### src/rtl/ps2_keyboard_rx.sv
// PS/2 keyboard receiver: synchronises and filters the pad lines, then decodes 11-bit frames.
// It delivers make codes on gpi/gpi_we and reports framing, parity and timeout faults on frame_err.
module ps2_keyboard_rx #(
    parameter int FILTER_LEN     = 4,
    parameter int TIMEOUT_CYCLES = 100000,
    parameter int BREAK_FILTER   = 1
) (
    input  logic       clock,
    input  logic       reset,
    input  logic       ps2_clk,
    input  logic       ps2_data,
    output logic [7:0] gpi,
    output logic       gpi_we,
    output logic       frame_err,
    output logic       busy
);

    localparam int              TO_W       = (TIMEOUT_CYCLES > 2) ? $clog2(TIMEOUT_CYCLES) : 1;
    localparam logic [TO_W-1:0] TO_MAX     = TO_W'(TIMEOUT_CYCLES - 1);
    localparam logic [3:0]      FILT_MAX   = 4'(FILTER_LEN - 1);
    localparam logic [7:0]      CODE_BREAK = 8'hF0;
    localparam logic [7:0]      CODE_EXT   = 8'hE0;

    typedef enum logic [1:0] {
        IDLE   = 2'd0,
        DATA   = 2'd1,
        PARITY = 2'd2,
        STOP   = 2'd3
    } state_t;

    // Odd parity across the data byte and the received parity bit.
    function automatic logic odd_parity_ok(input logic [7:0] d, input logic p);
        return ^{d, p};
    endfunction

    logic [1:0]      clk_sync_r;
    logic [1:0]      data_sync_r;
    logic            filt_clk_r;
    logic [3:0]      filt_cnt_r;
    logic            fall_pulse_r;
    state_t          state_r;
    state_t          state_s;
    logic [3:0]      bit_cnt_r;
    logic [7:0]      shift_r;
    logic            parity_r;
    logic            brk_r;
    logic [TO_W-1:0] to_cnt_r;
    logic [7:0]      gpi_r;
    logic            gpi_we_r;
    logic            frame_err_r;
    logic            busy_r;

    logic            data_s;
    logic            timeout_s;
    logic            eval_s;
    logic            frame_ok_s;
    logic            we_s;
    logic            err_s;
    logic            set_brk_s;
    logic            clr_brk_s;

    assign data_s = data_sync_r[1];

    // Two-flop synchronisers and the ps2_clk glitch filter with its falling-edge pulse.
    always_ff @(posedge clock or negedge reset) begin
        if (!reset) begin
            clk_sync_r   <= 2'b11;
            data_sync_r  <= 2'b11;
            filt_clk_r   <= 1'b1;
            filt_cnt_r   <= 4'd0;
            fall_pulse_r <= 1'b0;
        end else begin
            clk_sync_r   <= {clk_sync_r[0], ps2_clk};
            data_sync_r  <= {data_sync_r[0], ps2_data};
            fall_pulse_r <= 1'b0;
            if (clk_sync_r[1] != filt_clk_r) begin
                if (filt_cnt_r == FILT_MAX) begin
                    filt_clk_r   <= clk_sync_r[1];
                    filt_cnt_r   <= 4'd0;
                    fall_pulse_r <= filt_clk_r;
                end else begin
                    filt_cnt_r <= filt_cnt_r + 4'd1;
                end
            end else begin
                filt_cnt_r <= 4'd0;
            end
        end
    end

    // Frame state register.
    always_ff @(posedge clock or negedge reset) begin
        if (!reset) begin
            state_r <= IDLE;
        end else begin
            state_r <= state_s;
        end
    end

    // Next-state logic; a stalled frame is abandoned regardless of position.
    always_comb begin
        state_s = state_r;
        if (timeout_s) begin
            state_s = IDLE;
        end else if (fall_pulse_r) begin
            case (state_r)
                IDLE:    state_s = data_s ? IDLE : DATA;
                DATA:    state_s = (bit_cnt_r == 4'd7) ? PARITY : DATA;
                PARITY:  state_s = STOP;
                STOP:    state_s = IDLE;
                default: state_s = IDLE;
            endcase
        end else begin
            state_s = state_r;
        end
    end

    // Frame evaluation and break/extended-prefix filtering decisions.
    always_comb begin
        timeout_s  = (state_r != IDLE) && (to_cnt_r == TO_MAX) && !fall_pulse_r;
        eval_s     = fall_pulse_r && (state_r == STOP);
        frame_ok_s = data_s && odd_parity_ok(shift_r, parity_r);
        we_s       = 1'b0;
        set_brk_s  = 1'b0;
        clr_brk_s  = 1'b0;
        err_s      = 1'b0;
        if (timeout_s) begin
            err_s     = 1'b1;
            clr_brk_s = 1'b1;
        end else if (eval_s) begin
            if (!frame_ok_s) begin
                err_s     = 1'b1;
                clr_brk_s = 1'b1;
            end else if (BREAK_FILTER == 0) begin
                we_s = 1'b1;
            end else if (shift_r == CODE_BREAK) begin
                set_brk_s = 1'b1;
            end else if (shift_r == CODE_EXT) begin
                we_s = 1'b0;
            end else if (brk_r) begin
                clr_brk_s = 1'b1;
            end else begin
                we_s = 1'b1;
            end
        end else begin
            err_s = 1'b0;
        end
    end

    // Shift register, bit counter, parity capture, break flag and timeout counter.
    always_ff @(posedge clock or negedge reset) begin
        if (!reset) begin
            bit_cnt_r <= 4'd0;
            shift_r   <= 8'h00;
            parity_r  <= 1'b0;
            brk_r     <= 1'b0;
            to_cnt_r  <= '0;
        end else begin
            if (fall_pulse_r && !timeout_s) begin
                case (state_r)
                    IDLE: bit_cnt_r <= 4'd0;
                    DATA: begin
                        shift_r   <= {data_s, shift_r[7:1]};
                        bit_cnt_r <= bit_cnt_r + 4'd1;
                    end
                    PARITY:  parity_r <= data_s;
                    STOP:    bit_cnt_r <= 4'd0;
                    default: bit_cnt_r <= 4'd0;
                endcase
            end
            if (set_brk_s) begin
                brk_r <= 1'b1;
            end else if (clr_brk_s) begin
                brk_r <= 1'b0;
            end
            if ((state_r == IDLE) || fall_pulse_r) begin
                to_cnt_r <= '0;
            end else if (to_cnt_r != TO_MAX) begin
                to_cnt_r <= to_cnt_r + 1'b1;
            end
        end
    end

    // Registered outputs.
    always_ff @(posedge clock or negedge reset) begin
        if (!reset) begin
            gpi_r       <= 8'h00;
            gpi_we_r    <= 1'b0;
            frame_err_r <= 1'b0;
            busy_r      <= 1'b0;
        end else begin
            if (we_s) begin
                gpi_r <= shift_r;
            end
            gpi_we_r    <= we_s;
            frame_err_r <= err_s;
            busy_r      <= (state_s != IDLE);
        end
    end

    assign gpi       = gpi_r;
    assign gpi_we    = gpi_we_r;
    assign frame_err = frame_err_r;
    assign busy      = busy_r;

endmodule

### config.mk
export PLATFORM = sky130hd
export DESIGN_NAME = ps2_keyboard_rx
export DESIGN_NICKNAME = d
export VERILOG_FILES = /design/src/rtl/ps2_keyboard_rx.sv
export SDC_FILE = /design/constraint.sdc
export NUM_CORES = 1
export LEC_CHECK = 0
export ABC_AREA = 1
export CORE_MARGIN = 2
export CORE_UTILIZATION = 56
export CTS_BUF_LIST = sky130_fd_sc_hd__clkbuf_8
export DETAILED_ROUTE_END_ITERATION = 16
export MAX_ROUTING_LAYER = met4
export PLACE_DENSITY = 0.83
export REMOVE_ABC_BUFFERS = 1
export SYNTH_ARGS = -nofsm -noshare
export SYNTH_HDL_FRONTEND = slang
export SYNTH_SLANG_ARGS = --single-unit
### constraint.sdc
create_clock -name clock -period 1.6 [get_ports clock]
set_clock_uncertainty 0.15 [all_clocks]
set_input_delay 0.24 -clock clock [delete_from_list [all_inputs] [get_ports clock]]
set_output_delay 0.24 -clock clock [all_outputs]
set_load 0.03 [all_outputs]
==> out/qor.csv, run 1 <==
stage,metric,value,unit
timing,Hold Fails Final Rpt,0,
global_route,largest net degree at the start of global routing,43,
layout,storage element area,1364,µm²
yosys,YS warnings,0,
die,die area,5400,µm²
yosys,syn avg cell area,8.294,µm²
layout,layout cell share with drive strength beyond 1,35.31,%
timing,RSZ-0062 raised after global routing,true,
timing,setup total negative slack,-1.205,ns
critical_path,Critical Path AT,1.80,ns
yosys,synth top area cells,"dfrtp_1, nand2_1, inv_1, dfstp_2, o21ai_0",
yosys,top-area cell type share of the netlist area,45.35,%
route,routed vias,2511,
layout,Layout Utilization,75.87,%
clocking,clk buf depth,2,
timing,setup slack after layout,-0.1546,ns
layout,Fillers,308,
layout,area of the multi-input gates,1400,µm²
critical_path,WP data required,1.64,ns
clocking,CTS root buf,clkbuf_8,
place,port bufs,14,
timing,crit path time final,1.755,ns
die,DIE WIDTH,73.49,µm
die,num rows,25,
yosys,"Distinct cells, synth",29,
clocking,H-tree levels,2,
yosys,"area leader, netlist",dfrtp_1,
timing,relative slew slack,75.58,%
power,power per standard cell area,830.6,nW/µm²
route,Iteration-0 DRC Markers,188,
place,HPWL after DPL,3.959,mm
yosys,Syn Inst Count,326,
die,Die Span Y,73.49,µm
place,GP Congestion,0.9092,
clocking,latest clock arrival within the worst-skew pair,0.30,ns
timing,Final setup viols,19,
yosys,"Cell Area, Synth",2704,µm²
critical_path,CP Capture Type,flip-flop,
yosys,post-synthesis sequential area ratio,50.21,%
outcome,status,finished with violations,
timing,Max Freq,569.9,MHz
clocking,clock sinks,54,
route,Routed Antenna Nets,0,
global_route,GRT Residual Overflow,0,
power,LEAKAGE,1.704,nW
layout,final net count,399,
worst_hold_path,Hold WC Path Type,input port to flip-flop,
timing,fin crit share,109.7,%
die,Ports,15,
global_route,GRT Overall Usage,24.12,%
layout,n_diodes,0,
route,Post-Route WL,6.655,mm
place,Area after DPL,3100,µm²
die,Core ar.,4692,µm²
global_route,vias in the first global route,2354,
run,Max Cap Viol,0,
global_route,first-pass GRT wire length,9.949,mm
layout,post-route design area,3560,µm²
route,DRT Pass-1 Iters,4,
global_route,initial antenna violation count,0,
power,Max IR drop VDD,0.7102,mV
critical_path,Setup crit start kind,flip-flop,
critical_path,"critical path fanouts, max",3,
die,Starting Density,57.63,%
yosys,post-synthesis sequential element count,54,
clocking,total CTS buffers,5,
critical_path,worst setup path class,flip-flop to flip-flop,
layout,area grow syn2layout,31.65,%
clocking,CTS tree,yes,
route,Vias/cell,5.681,
timing,fin. max-slew vios,0,
route,DRC violations left,0,
route,DR WL/cell,15.06,µm
clocking,"CTS clk-pin slew, worst paths",0.09,ns
outcome,failing checks,setup timing,
timing,worst slew pin tran,0.3630,ns
[layer usage]
layer  GRT usage [%]  part of all wire (%)
met2           41.96                    52
met4           7.475                   2.2
met5               -                     0
met3           4.801                   5.1
met1           28.00                    40
[cells in the mapped netlist, drive strengths merged]
cell     n
nor3     8
nand2   83
o31ai    1
o21ai   23
o21a     1
xnor2    2
buf      3
dfstp    5
a31oi    3
clkbuf   1
dfrtp   49
nand4   16
nand3   23
ha       8
nor2    32
nor4     1
or2      1
a21oi   17
inv     44
xor2     4
o22ai    1
[kinds of logic (layout without fill, tap and decap cells)]
logic type | after synthesis | count (layout) | synth area share, %
AOI/OAI and AO/OA | 46 | 46 | 8.885
buffers and inverters | 48 | 109 | 6.895
xor gates and xnor gates | 6 | 6 | 1.944
DFF | 54 | 54 | 50.21
and+or+nand+nor | 164 | 165 | 28.37
adders and majority gates | 8 | 8 | 3.702
[sequential cells by signal, indices dropped and copies added (netlist names), 2 cells and up]
name	cells
to_cnt_r	17
gpi	8
shift_r	8
bit_cnt_r	4
filt_cnt_r	4
clk_sync_r	2
data_sync_r	2
state_r	2
[cells in the final DEF, fill, tap and decap left out, drive strengths merged]
master / synthesis / layout
buf: 3 / 43
dlygate4sd2: 0 / 11
o21ai: 23 / 23
dfstp: 5 / 5
a31oi: 3 / 3
clkdlybuf4s50: 0 / 2
ha: 8 / 8
o31ai: 1 / 1
nand2: 83 / 83
o21a: 1 / 1
dfrtp: 49 / 49
nor3: 8 / 8
nand3: 23 / 24
or2: 1 / 1
nand4: 16 / 16
clkbuf: 1 / 5
inv: 44 / 47
xor2: 4 / 4
dlygate4sd3: 0 / 1
xnor2: 2 / 2
o22ai: 1 / 1
a21oi: 17 / 17
nor4: 1 / 1
nor2: 32 / 32
[power by group]
part	switching [mW]	internal (mW)
logic	0.413	0.284
registers	0.0753	1.46
clock network	0.426	0.293
total	0.914	2.04
[metrics by stage]
| stage | power, mW | worst slack, ns | std cells | hold slack, ns |
|---|---|---|---|---|
| 6_report | 2.957 | -0.1546 | 442 | 0.1912 |
| 5_1_grt | 3.110 | -0.2192 | 442 | 0.2001 |
| 4_1_cts | 2.855 | -0.05398 | 433 | 0.1858 |
| 3_3_place_gp | 2.062 | -0.07084 | 417 | -0.001461 |
| 3_5_place_dp | 2.099 | -0.1433 | 417 | 0.002138 |
| 2_1_floorplan | 1.875 | -0.1097 | 322 | -0.2056 |
[final timing paths]
check | start | to | slack (ns) | cells after the start
min | ps2_clk | clk_sync_r[0] | 0.19 | 1
min reg2reg | clk_sync_r[0] | clk_sync_r[1] | 0.21 | 0
max | to_cnt_r[0] | state_r[0] | -0.15 | 9
max in group asynchronous | reset | data_sync_r[0] | 0.51 | 3
max reg2reg | to_cnt_r[0] | state_r[0] | -0.15 | 9
min in group asynchronous | reset | to_cnt_r[10] | 0.20 | 2
[critical path, stage by stage (launching register included)]
cell,delay [ns]
dfrtp_1,0.40
ha_2,0.23
nand2_4,0.07
inv_4,0.07
nand2_2,0.06
nor2_2,0.10
nand3_2,0.12
nor3_2,0.24
buf_4,0.17
a21oi_2,0.04
[timing repair]
action / CTS / global route
cloned: 2 / 0
pin swaps: 9 / 23
hold buffers: 1 / 0
gates resized for setup: 38 / 61
setup endpoints to repair: 37 / 37
hold endpoints to repair: 12 / 0
setup buffers: 6 / 9
[final cells by class]
| type | instances | area share, % |
|---|---|---|
| flip-flops and latches | 54 | 38.31 |
| inverters | 44 | 4.851 |
| clock buffers | 5 | 1.933 |
| repair buffers | 57 | 13.36 |
| clock inverters | 3 | 0.3163 |
| multi-input cells | 225 | 39.33 |
| well taps | 54 | 1.898 |
Note: power is estimated with default switching activity, not from simulation.
==> inputs of run 2 (changes only) <==
- CORE_UTILIZATION: 56 -> 65
- DONT_BUFFER_PORTS: not set -> 1
- PLACE_DENSITY: 0.83 -> 0.86
- SLEW_MARGIN: not set -> 0
- clock period: 1.6 -> 1.9 ns (I/O delays scaled with it)
==> run 2 against run 1 <==
  * The run now ends clean
  * Critical path depth is 1 lower
  * Total power fell by 17%
  * Global-route usage is 1.7 points higher
  * Non-clock buffer count shrank 49
  * Worst setup slack gained 0.32 ns
  * Design area fell by 17%
  * Sequential power down 14%
  * Flip-flop and latch count is the same
  * Clock power grew 4.2%
  * Wire length down 22%
  * Via count is 14% lower
  * Cell count decreased by 12%
  * Largest cell class is now sequential cells
==> out/qor.csv, run 2 (synthesis results as in run 1) <==
stage,metric,value,unit
critical_path,"setup slack, reg-to-reg",0.17,ns
die,DIE WIDTH,68.50,µm
critical_path,FF-to-FF Start,to_cnt_r[0],
run,Max Cap Viol,0,
die,Starting Density,67.59,%
layout,"commonest non-fill, non-tap cell in the layout",nand2_1,
clocking,CTS tree,yes,
clocking,"CTS clk-pin slew, worst paths",0.08,ns
critical_path,RR Endpoint,to_cnt_r[16],
outcome,status,completed,
timing,Hold Fails Final Rpt,0,
layout,most frequent cells in the layout,"nand2_1, dfrtp_1, inv_1, nor2_1, o21ai_0",
clocking,clk buf depth,2,
place,Area after DPL,2775,µm²
layout,post-route design area,2955,µm²
worst_hold_path,Hold WC Path Type,flip-flop to flip-flop,
timing,Final setup viols,0,
place,Cells after DPL,376,
route,routed vias,2153,
place,HPWL after DPL,3.607,mm
clocking,latest clock arrival within the worst-skew pair,0.31,ns
timing,fin crit share,91.14,%
global_route,first-pass GRT wire length,8.825,mm
route,Iteration-0 DRC Markers,245,
timing,setup slack after layout,0.1684,ns
route,Routed Antenna Nets,0,
die,die area,4692,µm²
layout,Fillers,265,
route,Post-Route WL,5.204,mm
global_route,GRT Overall Usage,25.84,%
critical_path,worst reg-to-reg path cell count,8,
route,Vias/cell,5.549,
critical_path,Critical Path AT,1.76,ns
timing,crit path time final,1.732,ns
global_route,vias in the first global route,2059,
critical_path,CP Capture Type,flip-flop,
power,LEAKAGE,1.394,nW
timing,Max Freq,577.5,MHz
critical_path,Setup crit start kind,flip-flop,
critical_path,"critical path fanouts, max",5,
power,power per standard cell area,832.6,nW/µm²
worst_hold_path,Hold Crit Start,clk_sync_r[0],
clocking,clock sinks,54,
timing,fin. max-slew vios,0,
clocking,number of setup buffers added after CTS,0,
global_route,initial antenna violation count,0,
place,pre-CTS WS,0.1405,ns
power,Int Pwr,1.768,mW
power,Net Sw Power,0.6931,mW
clocking,total CTS buffers,5,
power,clock network power share,30.4,%
power,Reg power frac,53.6,%
critical_path,worst setup path class,flip-flop to flip-flop,
layout,area grow syn2layout,9.301,%
route,DR WL/cell,13.41,µm
timing,relative slew slack,70.16,%
layout,n_diodes,0,
layout,Post-Layout Cell Count,388,
layout,layout cell share with drive strength beyond 1,12.13,%
timing,worst slew pin tran,0.4465,ns
worst_hold_path,Hold Path Sink,clk_sync_r[1],
power,Max IR drop VDD,0.4663,mV
place,port bufs,0,
worst_hold_path,worst hold stages,0,
layout,max reg flops,17,
die,num rows,23,
power,net switching fraction of the power,28.17,%
power,Comb pwr share,16.0,%
die,Core ar.,4000,µm²
clocking,H-tree levels,2,
die,Die Span Y,68.50,µm
route,DRT Pass-1 Iters,4,
power,overall power,2.461,mW
die,Ports,15,
layout,largest register by flop count,to_cnt_r,
critical_path,WP data required,1.93,ns
route,DRC violations left,0,
clocking,CTS root buf,clkbuf_8,
layout,final net count,349,
global_route,GRT Residual Overflow,0,
global_route,largest net degree at the start of global routing,55,
place,GP Congestion,0.8882,
-- run 2: power by group through the flow --
stage               Sequential [mW]  Clock, mW  Combinational [mW]
floorplan                      1.33          0               0.252
global placement               1.34          0               0.339
detailed placement             1.34          0               0.352
CTS                            1.32      0.770               0.393
global route                   1.33      0.820               0.456
finish                         1.32      0.749               0.394
-- run 2: worst max-delay path, stage by stage, from the launching register on --
cell and delay (ns):
dfrtp_1 0.39, ha_1 0.18, nand2_1 0.07, inv_1 0.10, nand3_2 0.14, nor2_4 0.13, nand3_2 0.12, o21ai_0 0.22
a21oi_1 0.11
-- run 2: layout make-up --
class / count / area [µm²] / share of cell area (%)
well taps: 50 / 62.56 / 2.117
clock buffers: 5 / 68.82 / 2.329
clock inverters: 3 / 41.29 / 1.397
inverters: 44 / 165.2 / 5.588
multi-input cells: 224 / 1172 / 39.67
repair buffers: 8 / 87.58 / 2.964
flip-flops and latches: 54 / 1358 / 45.94
-- run 2: how the worst max path moves through the flow --
| stage | from | endpoint | slack [ns] | depth (start not counted) |
|---|---|---|---|---|
| 6_report | to_cnt_r[0] | to_cnt_r[16] | 0.17 | 8 |
| 5_1_grt | to_cnt_r[0] | to_cnt_r[16] | -0.06 | 8 |
| 4_1_cts | to_cnt_r[0] | state_r[1] | 0.13 | 9 |
| 3_5_place_dp | to_cnt_r[0] | state_r[1] | 0.14 | 9 |
| 3_3_place_gp | to_cnt_r[0] | state_r[1] | 0.26 | 9 |
| 2_1_floorplan | state_r[0] | to_cnt_r[9] | 0.19 | 6 |
-- run 2: layer usage --
| layer | up-vias | global-route usage, % | part of all wire [%] | wire, µm |
|---|---|---|---|---|
| met2 | 48 | 42.19 | 50 | 2586 |
| met5 | - | - | 0 | 0 |
| met4 | 0 | 8.250 | 1.4 | 74 |
| met3 | 9 | 5.844 | 4.6 | 237 |
| li1 | 1084 | - | - | - |
| met1 | 1012 | 32.07 | 44 | 2306 |
-- run 2: repair_timing --
| item | CTS | global route |
|---|---|---|
| setup endpoints to repair | 0 | 2 |
| hold buffers | 4 | 0 |
| resized for setup | 0 | 3 |
| endpoints found under the hold margin | 56 | 0 |
-- run 2: metrics by stage --
stage | utilization [%] | hold slack, ns | TNS, ns
floorplan | - | -0.1606 | 0
global placement | 69.38 | -0.1596 | 0
detailed placement | 69.38 | -0.1594 | 0
CTS | 73.57 | 0.2136 | 0
global route | 73.88 | 0.2158 | -0.05626
finish | 73.88 | 0.2108 | 0
